[config.mk]
export PLATFORM = sky130hd
export DESIGN_NAME = seg7_scan_decoder
export DESIGN_NICKNAME = d
export VERILOG_FILES = /design/src/rtl/seg7_pkg.sv /design/src/rtl/seg7_pattern_decode.sv /design/src/rtl/seg7_scan_decoder.sv
export SDC_FILE = /design/constraint.sdc
export NUM_CORES = 1
export LEC_CHECK = 0
export ABC_CLOCK_PERIOD_IN_PS = 5800
export CORE_ASPECT_RATIO = 1.5
export CORE_MARGIN = 3
export CORE_UTILIZATION = 45
export DETAILED_ROUTE_END_ITERATION = 6
export PLACE_DENSITY = 0.66
export SLEW_MARGIN = 20
export SYNTH_ARGS = -nofsm -noshare
export SYNTH_HDL_FRONTEND = slang
export SYNTH_SLANG_ARGS = --single-unit
[constraint.sdc]
create_clock -name clk -period 5.8 [get_ports clk]
set_input_delay 0.58 -clock clk [delete_from_list [all_inputs] [get_ports clk]]
set_output_delay 0.58 -clock clk [all_outputs]
set_load 0.1 [all_outputs]
[src/rtl/seg7_pkg.sv]
// seg7_pkg: segment patterns, scan FSM states and anode helper for the seven-segment bus reader
package seg7_pkg;

    localparam logic [6:0] SEG_0     = 7'h3F;
    localparam logic [6:0] SEG_1     = 7'h06;
    localparam logic [6:0] SEG_2     = 7'h5B;
    localparam logic [6:0] SEG_3     = 7'h4F;
    localparam logic [6:0] SEG_4     = 7'h66;
    localparam logic [6:0] SEG_5     = 7'h6D;
    localparam logic [6:0] SEG_6     = 7'h7D;
    localparam logic [6:0] SEG_7     = 7'h07;
    localparam logic [6:0] SEG_8     = 7'h7F;
    localparam logic [6:0] SEG_9     = 7'h6F;
    localparam logic [6:0] SEG_A     = 7'h77;
    localparam logic [6:0] SEG_B     = 7'h7C;
    localparam logic [6:0] SEG_C     = 7'h39;
    localparam logic [6:0] SEG_D     = 7'h5E;
    localparam logic [6:0] SEG_E     = 7'h79;
    localparam logic [6:0] SEG_F     = 7'h71;
    localparam logic [6:0] SEG_BLANK = 7'h00;

    typedef enum logic [1:0] {
        IDLE   = 2'd0,
        SETTLE = 2'd1,
        HOLD   = 2'd2
    } state_t;

    // index of the lowest zero bit; only meaningful when exactly one bit is low
    function automatic logic [2:0] onehot_low_index(input logic [7:0] a);
        logic [2:0] idx;
        idx = 3'd0;
        for (int i = 7; i >= 0; i--)
            if (!a[i]) idx = 3'(i);
        return idx;
    endfunction

endpackage

[src/rtl/seg7_pattern_decode.sv]
// seg7_pattern_decode: active-high 7-segment pattern to {valid, blank, nibble}
module seg7_pattern_decode
    import seg7_pkg::*;
(
    input  logic [6:0] pattern,
    output logic       valid,
    output logic       blank,
    output logic [3:0] nibble
);

    // table lookup; unknown and blank patterns yield nibble 0 with valid low
    always_comb begin
        valid  = 1'b1;
        nibble = 4'h0;
        case (pattern)
            SEG_0:   nibble = 4'h0;
            SEG_1:   nibble = 4'h1;
            SEG_2:   nibble = 4'h2;
            SEG_3:   nibble = 4'h3;
            SEG_4:   nibble = 4'h4;
            SEG_5:   nibble = 4'h5;
            SEG_6:   nibble = 4'h6;
            SEG_7:   nibble = 4'h7;
            SEG_8:   nibble = 4'h8;
            SEG_9:   nibble = 4'h9;
            SEG_A:   nibble = 4'hA;
            SEG_B:   nibble = 4'hB;
            SEG_C:   nibble = 4'hC;
            SEG_D:   nibble = 4'hD;
            SEG_E:   nibble = 4'hE;
            SEG_F:   nibble = 4'hF;
            default: valid  = 1'b0;
        endcase
        blank = pattern == SEG_BLANK;
    end

endmodule

[src/rtl/seg7_scan_decoder.sv]
// seg7_scan_decoder: reconstructs per-digit hex values from a scanned seg/anode bus; SEG7_DP_EN adds decimal points
module seg7_scan_decoder
    import seg7_pkg::*;
#(
    parameter int NUM_DIGITS    = 8,
    parameter int SETTLE_CYCLES = 4
) (
    input  logic                    clk,
    input  logic                    rst,
    input  logic [6:0]              seg,
    input  logic [NUM_DIGITS-1:0]   anode,
`ifdef SEG7_DP_EN
    input  logic                    dp,
    output logic [NUM_DIGITS-1:0]   dp_out,
`endif
    output logic [4*NUM_DIGITS-1:0] value,
    output logic [NUM_DIGITS-1:0]   digit_lit,
    output logic                    frame_valid,
    output logic                    code_err
);

    localparam int CW = $clog2(SETTLE_CYCLES + 1);
    localparam logic [CW-1:0] CNT_LAST = CW'(SETTLE_CYCLES - 1);
`ifdef SEG7_DP_EN
    localparam int SW = NUM_DIGITS + 8;
`else
    localparam int SW = NUM_DIGITS + 7;
`endif

    logic [6:0]              seg_s1, seg_s2;
    logic [NUM_DIGITS-1:0]   anode_s1, anode_s2, lows, sel;
    logic [SW-1:0]           cur, prev;
    logic [7:0]              anode_pad;
    logic [2:0]              idx;
    logic                    one_low, capture, publish;
    logic                    pat_valid, pat_blank;
    logic [3:0]              pat_nibble;
    logic [CW-1:0]           cnt, cnt_d;
    state_t                  state, state_d;
    logic [4*NUM_DIGITS-1:0] shadow;
    logic [NUM_DIGITS-1:0]   shadow_lit, seen;
`ifdef SEG7_DP_EN
    logic                    dp_s1, dp_s2;
    logic [NUM_DIGITS-1:0]   shadow_dp;
    assign cur = {dp_s2, anode_s2, seg_s2};
`else
    assign cur = {anode_s2, seg_s2};
`endif

    assign lows    = ~anode_s2;
    assign one_low = (lows != '0) && ((lows & (lows - 1'b1)) == '0);
    assign idx     = onehot_low_index(anode_pad);

    seg7_pattern_decode u_dec (
        .pattern (~seg_s2),
        .valid   (pat_valid),
        .blank   (pat_blank),
        .nibble  (pat_nibble)
    );

    // widen the anode word to the helper's 8-bit view and one-hot the selected digit
    always_comb begin
        anode_pad = '1;
        anode_pad[NUM_DIGITS-1:0] = anode_s2;
        for (int i = 0; i < NUM_DIGITS; i++)
            sel[i] = idx == 3'(i);
    end

    // two-flop synchronizers plus the previous-sample register used for stability
    always_ff @(posedge clk or negedge rst) begin
        if (!rst) begin
            seg_s1   <= '1;
            seg_s2   <= '1;
            anode_s1 <= '1;
            anode_s2 <= '1;
`ifdef SEG7_DP_EN
            dp_s1    <= 1'b1;
            dp_s2    <= 1'b1;
`endif
            prev     <= '1;
        end else begin
            seg_s1   <= seg;
            seg_s2   <= seg_s1;
            anode_s1 <= anode;
            anode_s2 <= anode_s1;
`ifdef SEG7_DP_EN
            dp_s1    <= dp;
            dp_s2    <= dp_s1;
`endif
            prev     <= cur;
        end
    end

    // state and stability counter registers
    always_ff @(posedge clk or negedge rst) begin
        if (!rst) begin
            state <= IDLE;
            cnt   <= '0;
        end else begin
            state <= state_d;
            cnt   <= cnt_d;
        end
    end

    // scan FSM: an invalid anode word always aborts; captures fire on the last settled sample
    always_comb begin
        state_d = state;
        cnt_d   = cnt;
        capture = 1'b0;
        if (!one_low) begin
            state_d = IDLE;
            cnt_d   = '0;
        end else begin
            case (state)
                IDLE: begin
                    state_d = SETTLE;
                    cnt_d   = CW'(1);
                end
                SETTLE: begin
                    if (cur != prev) begin
                        cnt_d = CW'(1);
                    end else if (cnt == CNT_LAST) begin
                        capture = 1'b1;
                        state_d = HOLD;
                        cnt_d   = CW'(SETTLE_CYCLES);
                    end else begin
                        cnt_d = cnt + CW'(1);
                    end
                end
                HOLD: begin
                    if (cur != prev) begin
                        state_d = SETTLE;
                        cnt_d   = CW'(1);
                    end
                end
                default: state_d = IDLE;
            endcase
        end
    end

    // shadow capture, seen tracking, and frame publish one edge after the completing capture
    always_ff @(posedge clk or negedge rst) begin
        if (!rst) begin
            shadow      <= '0;
            shadow_lit  <= '0;
            seen        <= '0;
            publish     <= 1'b0;
            value       <= '0;
            digit_lit   <= '0;
            frame_valid <= 1'b0;
            code_err    <= 1'b0;
`ifdef SEG7_DP_EN
            shadow_dp   <= '0;
            dp_out      <= '0;
`endif
        end else begin
            frame_valid <= publish;
            publish     <= capture && ((seen | sel) == '1);
            seen        <= publish ? '0 : capture ? (seen | sel) : seen;
            if (publish) begin
                value     <= shadow;
                digit_lit <= shadow_lit;
`ifdef SEG7_DP_EN
                dp_out    <= shadow_dp;
`endif
            end
            for (int i = 0; i < NUM_DIGITS; i++) begin
                if (capture && sel[i]) begin
                    shadow[4*i +: 4] <= pat_nibble;
                    shadow_lit[i]    <= pat_valid;
`ifdef SEG7_DP_EN
                    shadow_dp[i]     <= ~dp_s2;
`endif
                end
            end
            if (capture && !pat_valid && !pat_blank)
                code_err <= 1'b1;
        end
    end

endmodule

Word level (Yosys, flattened, before mapping)

Cells that the tools add are included.

Register bits after elaboration: 141
Output and inout port bits: 42

Add/subtract/negate cells: 2
Equal/unequal tests: 32
Multiplexer cells: 26
Bitwise logic cells: 4
Reductions and logical operators: 23

Operators with widths:

| kind                                                 | count |
|---|---|
| equality test 7 bit (second input constant)          | 12 |
| case mux 4 bit (15 select lines)                     | 1 |
| 2-to-1 mux 3 bit                                     | 12 |
| 2-to-1 mux 8 bit                                     | 2 |
| OR reduction 16 bit                                  | 1 |
| != test 15 bit                                       | 1 |
| equality test 7 x 3 -> 1 bit (second input constant) | 2 |
| equality test 7 x 6 -> 1 bit (second input constant) | 2 |
| equality test 3 bit (second input constant)          | 4 |
| logical AND 1 bit                                    | 12 |
| equality test 3 x 2 -> 1 bit (second input constant) | 3 |
| != test 3 bit (second input constant)                | 3 |
| case mux 3 bit (3 select lines)                      | 1 |
| bitwise AND 8 bit                                    | 1 |
| equality test 8 bit (second input constant)          | 1 |
| zero test 8 bit                                      | 1 |
| 2-to-1 mux 2 bit                                     | 4 |
| NOT 8 bit                                            | 1 |
| OR 8 bit                                             | 1 |
| nonzero test 8 bit                                   | 1 |
| subtractor 8 x 1 -> 8 bit (second input constant)    | 1 |
| zero test 7 bit                                      | 1 |
| NOT 7 bit                                            | 1 |
| case mux 2 bit (3 select lines)                      | 1 |
| 12 further kinds                                     | 17 |

Depth between registers and ports, before layout

Depth in word-level cells: 12
Gate-level depth with buffers: 9
Depth with buffers taken out: 6

Cells and area by module

A second synthesis with hierarchy kept.

Cells, all modules: 406
Area total of the unflattened synthesis: 5828.1 µm²

Modules (own cells, without submodules):

| module              | times used | cells an instance | area an instance (µm²) | seq. area each (µm²) |
|---|---|---|---|---|
| seg7_scan_decoder   | 1          | 352               | 5457.7                 | 3584.7 |
| seg7_pattern_decode | 1          | 54                | 370.4                  | 0.0 |

Worst setup path after synthesis

OpenSTA, ideal clock, no wires.

Path type: reg2reg
From: reg anode_s2[1] (netlist: anode_pad[1])
To: reg shadow[4]
Arrival: 1981 ps
Data required time: 5675 ps
Setup slack: 3695 ps
Cell stages (with the launch flop): 8
Path buffers: 1
Cell sequence: dfstp_2 > buf_6 > xnor2_1 > nand4_1 > nor4_2 > nand3_2 > nor4b_4 > mux2_2

Longest elaborated chain between the ends: 7
Elaborated cells between the ends (all ways): 14
Those cells by class: 1 x add/sub; 2 x eq/ne; 5 x mux; 2 x bitwise; 4 x reduce/logical

Ends and longest elaborated chain:

| element                       | RTL line                 | text |
|---|---|---|
| start, declared               | seg7_scan_decoder.sv:31  | `logic [NUM_DIGITS-1:0] anode_s1, anode_s2, lows, sel;` |
| start signal, assigned        | seg7_scan_decoder.sv:85  | `anode_s2 <= anode_s1;` |
| NOT 8 bit                     | seg7_scan_decoder.sv:50  | `assign lows = ~anode_s2;` |
| subtractor 8 x 1 -> 8 bit     | seg7_scan_decoder.sv:51  | `assign one_low = (lows != '0) && ((lows & (lows - 1'b1)) == '0);` |
| bitwise AND 8 bit             | seg7_scan_decoder.sv:51  |  |
| zero test 8 bit               | seg7_scan_decoder.sv:51  |  |
| logical AND 1 bit             | seg7_scan_decoder.sv:51  |  |
| 2-to-1 mux 1 bit              | seg7_scan_decoder.sv:110 | `if (!one_low) begin` |
| logical AND 1 bit *           | seg7_scan_decoder.sv:168 | `if (capture && sel[i]) begin` |
| end signal, assigned by index | seg7_scan_decoder.sv:169 | `shadow[4*i +: 4] <= pat_nibble;` |
| end, declared                 | seg7_scan_decoder.sv:40  | `logic [4*NUM_DIGITS-1:0] shadow;` |

Every way passes the cells marked *; elsewhere a longest branch is shown, timed or not.
A chain may end at the register's enable or synchronous reset.

Final worst setup path

From: reg seg_s2[0]
To: reg shadow[16]

Longest elaborated chain between the ends: 5
Elaborated cells between the ends (all ways): 22
Those cells by class: 16 x eq/ne; 4 x mux; 1 x bitwise; 1 x reduce/logical

Ends and longest elaborated chain:

| element                | RTL line                 | text |
|---|---|---|
| start, declared        | seg7_scan_decoder.sv:30  | `logic [6:0] seg_s1, seg_s2;` |
| start signal, assigned | seg7_scan_decoder.sv:83  | `seg_s2 <= seg_s1;` |
| != test 15 bit         | seg7_scan_decoder.sv:120 | `if (cur != prev) begin` |
| 2-to-1 mux 1 bit       | seg7_scan_decoder.sv:120 |  |
| 2-to-1 mux 1 bit       | seg7_scan_decoder.sv:114 | `case (state)` |
| 2-to-1 mux 1 bit       | seg7_scan_decoder.sv:110 |  |
| logical AND 1 bit      | seg7_scan_decoder.sv:168 |  |

Several ways; a longest one is shown, not always the timed one.

==> flow_summary.json <==
{
  "status": "completed",
  "regToRegSetupSlack_ns": 3.18,
  "cts_tree": "done",
  "wire_per_inst_um": 17.1,
  "hpwl_um": 7010,
  "final_cell_area_um2": 6940,
  "ys_warn_count": 0,
  "synthArstFlopShare_pct": 100,
  "synth.ff_latch_count": 141,
  "max_stage_delay_ns": 0.69,
  "crit_end": "shadow[16]$_DFFE_PN0P_",
  "htree_levels": 4,
  "setup_viol": 0,
  "syn-instance-count": 398,
  "cp_top_family": "simple AND/OR/NAND/NOR gates",
  "wl_um": 10700,
  "numClockSinks": 141,
  "fp.coreArea_um2": 12100,
  "via_per_inst": 5.31,
  "final_max_slew_viol_count": 0,
  "path_cells": "xnor2_1 > nand4_1 > nor4_2 > and2_1 > nand4_2 > mux2_1",
  "root_buffer": "clkbuf_16",
  "timing.rr.start": "seg_s2[0]$_DFF_PN1_",
  "ctsResizeCount": 0,
  "drtPass1Iterations": 5,
  "antenna_found_initial": 0,
  "hold_buffers": 0,
  "path_depth": 6,
  "max_slew.worst_pin.slew_ns": 1.06,
  "clock_path_buffers": 2,
  "power_density_nw_per_um2": 314,
  "vias": 3313,
  "power.leakage_nw": 3.09,
  "cp_slowest_cell": "dfstp_2",
  "gp_congestion": 0.774,
  "grtUsageTotal_pct": 16.5,
  "crit_buf_inv": 0,
  "startpoint": "seg_s2[0]$_DFF_PN1_",
  "synth_cell_type_count": 58,
  "hp-class": "input pin to asynchronous set/reset pin",
  "path_class": "flip-flop to flip-flop",
  "grt.overflow.total": 0,
  "antennaDiodeCount": 0,
  "synth_edf_count": 0,
  "drc": 0,
  "start_util_pct": 46.6,
  "maxSlewHeadroom_pct": 29.4,
  "rows": 49,
  "final_cell_mix": "dfrtp_1 (95), mux2_2 (79), clkdlybuf4s50_1 (57)",
  "grt_pass1_wl_um": 18200,
  "irDropWorstVdd_uv": 181,
  "syn_to_final_growth_pct": 22.7,
  "die_h_um": 143,
  "clk_transition_reported_paths_ns": 0.06,
  "tns_ns": 0,
  "rsz0062_at_grt": "no",
  "ioPinCount": 59,
  "max_cap_viol_count": 0,
  "critical_path.reg2reg.endpoint": "shadow[16]$_DFFE_PN0P_",
  "critPathMaxFanout": 16,
  "grt_pass1_vias": 3556,
  "cp-start-kind": "flip-flop",
  "dieWidth_um": 97.5,
  "final_common_cell": "dfrtp_1",
  "drt_iter0_markers": 196,
  "synth_nets": 417,
  "worstPathArrival_ns": 2.90,
  "clock_latency_ns": 0.41,
  "hold_viol": 0,
  "required_ns": 6.08,
  "ys.flop_type": "dfrtp_1",
  "die_area_um2": 14000,
  "synth_area_um2": 5650,
  "drive_above_1_share_pct": 36.9,
  "clock.fmax_ghz": 0.382,
  "synth_area_per_cell_um2": 14.2,
  "endpoint_kind": "flip-flop",
  "dpl_cell_area_um2": 6340,
  "ant_nets": 0,
  "period_share_pct": 45.2,
  "ys_seq_area_share_pct": 63.4,
  "cts_setup_buffers": 0,
  "fin_nets": 477,
  "portBuffers": 58,
  "clock_skew_ns": 0.00870,
  "numCtsBuffers": 17,
  "period_needed_ns": 2.62,
  "grt_max_degree": 90,
  "reg2regPathDepth": 6
}
==> worst min-delay path by stage <==
stage | start | to | slack [ns] | cells after the start
final | rst | code_err$_DFFE_PN0P_ | 0.22 | 1
after global routing | rst | value[30]$_DFFE_PN0P_ | 0.28 | 1
after CTS | rst | value[24]$_DFFE_PN0P_ | 0.26 | 1
after detailed placement | anode_s1[6]$_DFF_PN1_ | anode_pad[6]$_DFF_PN1_ | 0.35 | 0
after global placement | seg_s1[2]$_DFF_PN1_ | seg_s2[2]$_DFF_PN1_ | 0.35 | 0
after floorplan | rst | cnt[0]$_DFFE_PN0P_ | 0.28 | 0
==> routing by layer <==
metal	routed length (µm)	global-route usage (%)	share of wire, %
met1	4980	22.1	47
met2	5150	25.8	48
met3	354	4.55	3.3
met4	216	6.35	2.0
met5	0	0	0
==> cell families (layout without fill, tap and decap cells) <==
| logic type | after synthesis | after routing | share of synthesized area [%] |
|---|---|---|---|
| DFF | 141 | 141 | 63.4 |
| and+or+nand+nor | 83 | 83 | 9.25 |
| muxes | 80 | 80 | 15.9 |
| AOI/OAI and AO/OA | 50 | 50 | 6.22 |
| buffers and inverters | 27 | 100 | 2.39 |
| xor gates and xnor gates | 15 | 15 | 2.32 |
| adders and majority gates | 2 | 2 | 0.443 |
==> cells in the mapped netlist (3+ instances only) <==
master | number | area, µm²
nand2b_1 | 3 | 18.8
mux2_2 | 79 | 890
nand4_1 | 8 | 50.1
a21oi_1 | 10 | 50.1
o211ai_1 | 3 | 22.5
nand4_2 | 3 | 37.5
nor3_1 | 4 | 20.0
xnor2_1 | 12 | 105
nand3_1 | 7 | 35.0
inv_1 | 8 | 30.0
buf_4 | 3 | 22.5
nand3b_1 | 4 | 30.0
and2_1 | 4 | 25.0
clkbuf_1 | 8 | 30.0
nor2_1 | 15 | 56.3
a31oi_1 | 4 | 25.0
xor2_1 | 3 | 26.3
o21ba_2 | 3 | 30.0
o21ai_0 | 10 | 50.1
nor2b_1 | 5 | 31.3
nand2_1 | 13 | 48.8
dfstp_2 | 45 | 1180
dfrtp_1 | 96 | 2400
buf_2 | 6 | 30.0
==> worst reg2reg max path: stages, from the launching register on <==
cell	delay (ns)
dfstp_2	0.69
xnor2_1	0.16
nand4_1	0.12
nor4_2	0.22
and2_1	0.57
nand4_2	0.34
mux2_1	0.40
==> where the power goes <==
| part | total (mW) | switching, mW | internal [mW] |
|---|---|---|---|
| logic | 0.0644 | 0.0390 | 0.0254 |
| registers | 1.04 | 0.0219 | 1.01 |
| clock network | 1.08 | 0.406 | 0.670 |
| total | 2.18 | 0.466 | 1.71 |
==> stage by stage <==
stage	cells	utilization (%)	total power, mW	hold slack [ns]	worst slack, ns
CTS	624	57.1	2.20	0.255	3.16
global placement	592	52.2	1.12	0.346	3.25
finish	624	57.1	2.18	0.221	3.18
floorplan	398	-	1.08	0.284	3.69
global route	624	57.1	2.25	0.279	2.95
detailed placement	592	52.2	1.12	0.347	3.19
==> sequential cells by signal (all words and copies together) (netlist names) <==
register / count
shadow: 32
value: 32
prev: 15
anode_pad: 8
anode_s1: 8
digit_lit: 8
seen: 8
shadow_lit: 8
seg_s1: 7
seg_s2: 7
cnt: 3
state: 2
code_err: 1
frame_valid: 1
publish: 1
==> layout make-up <==
cell class	count	area (µm²)
clock buffers	20	467
inverters	8	30.0
flip-flops and latches	141	3590
well taps	153	191
multi-input cells	230	1930
clock inverters	12	134
fillers	977	5200
repair buffers	60	597
Note: power is estimated with default switching activity, not from simulation.
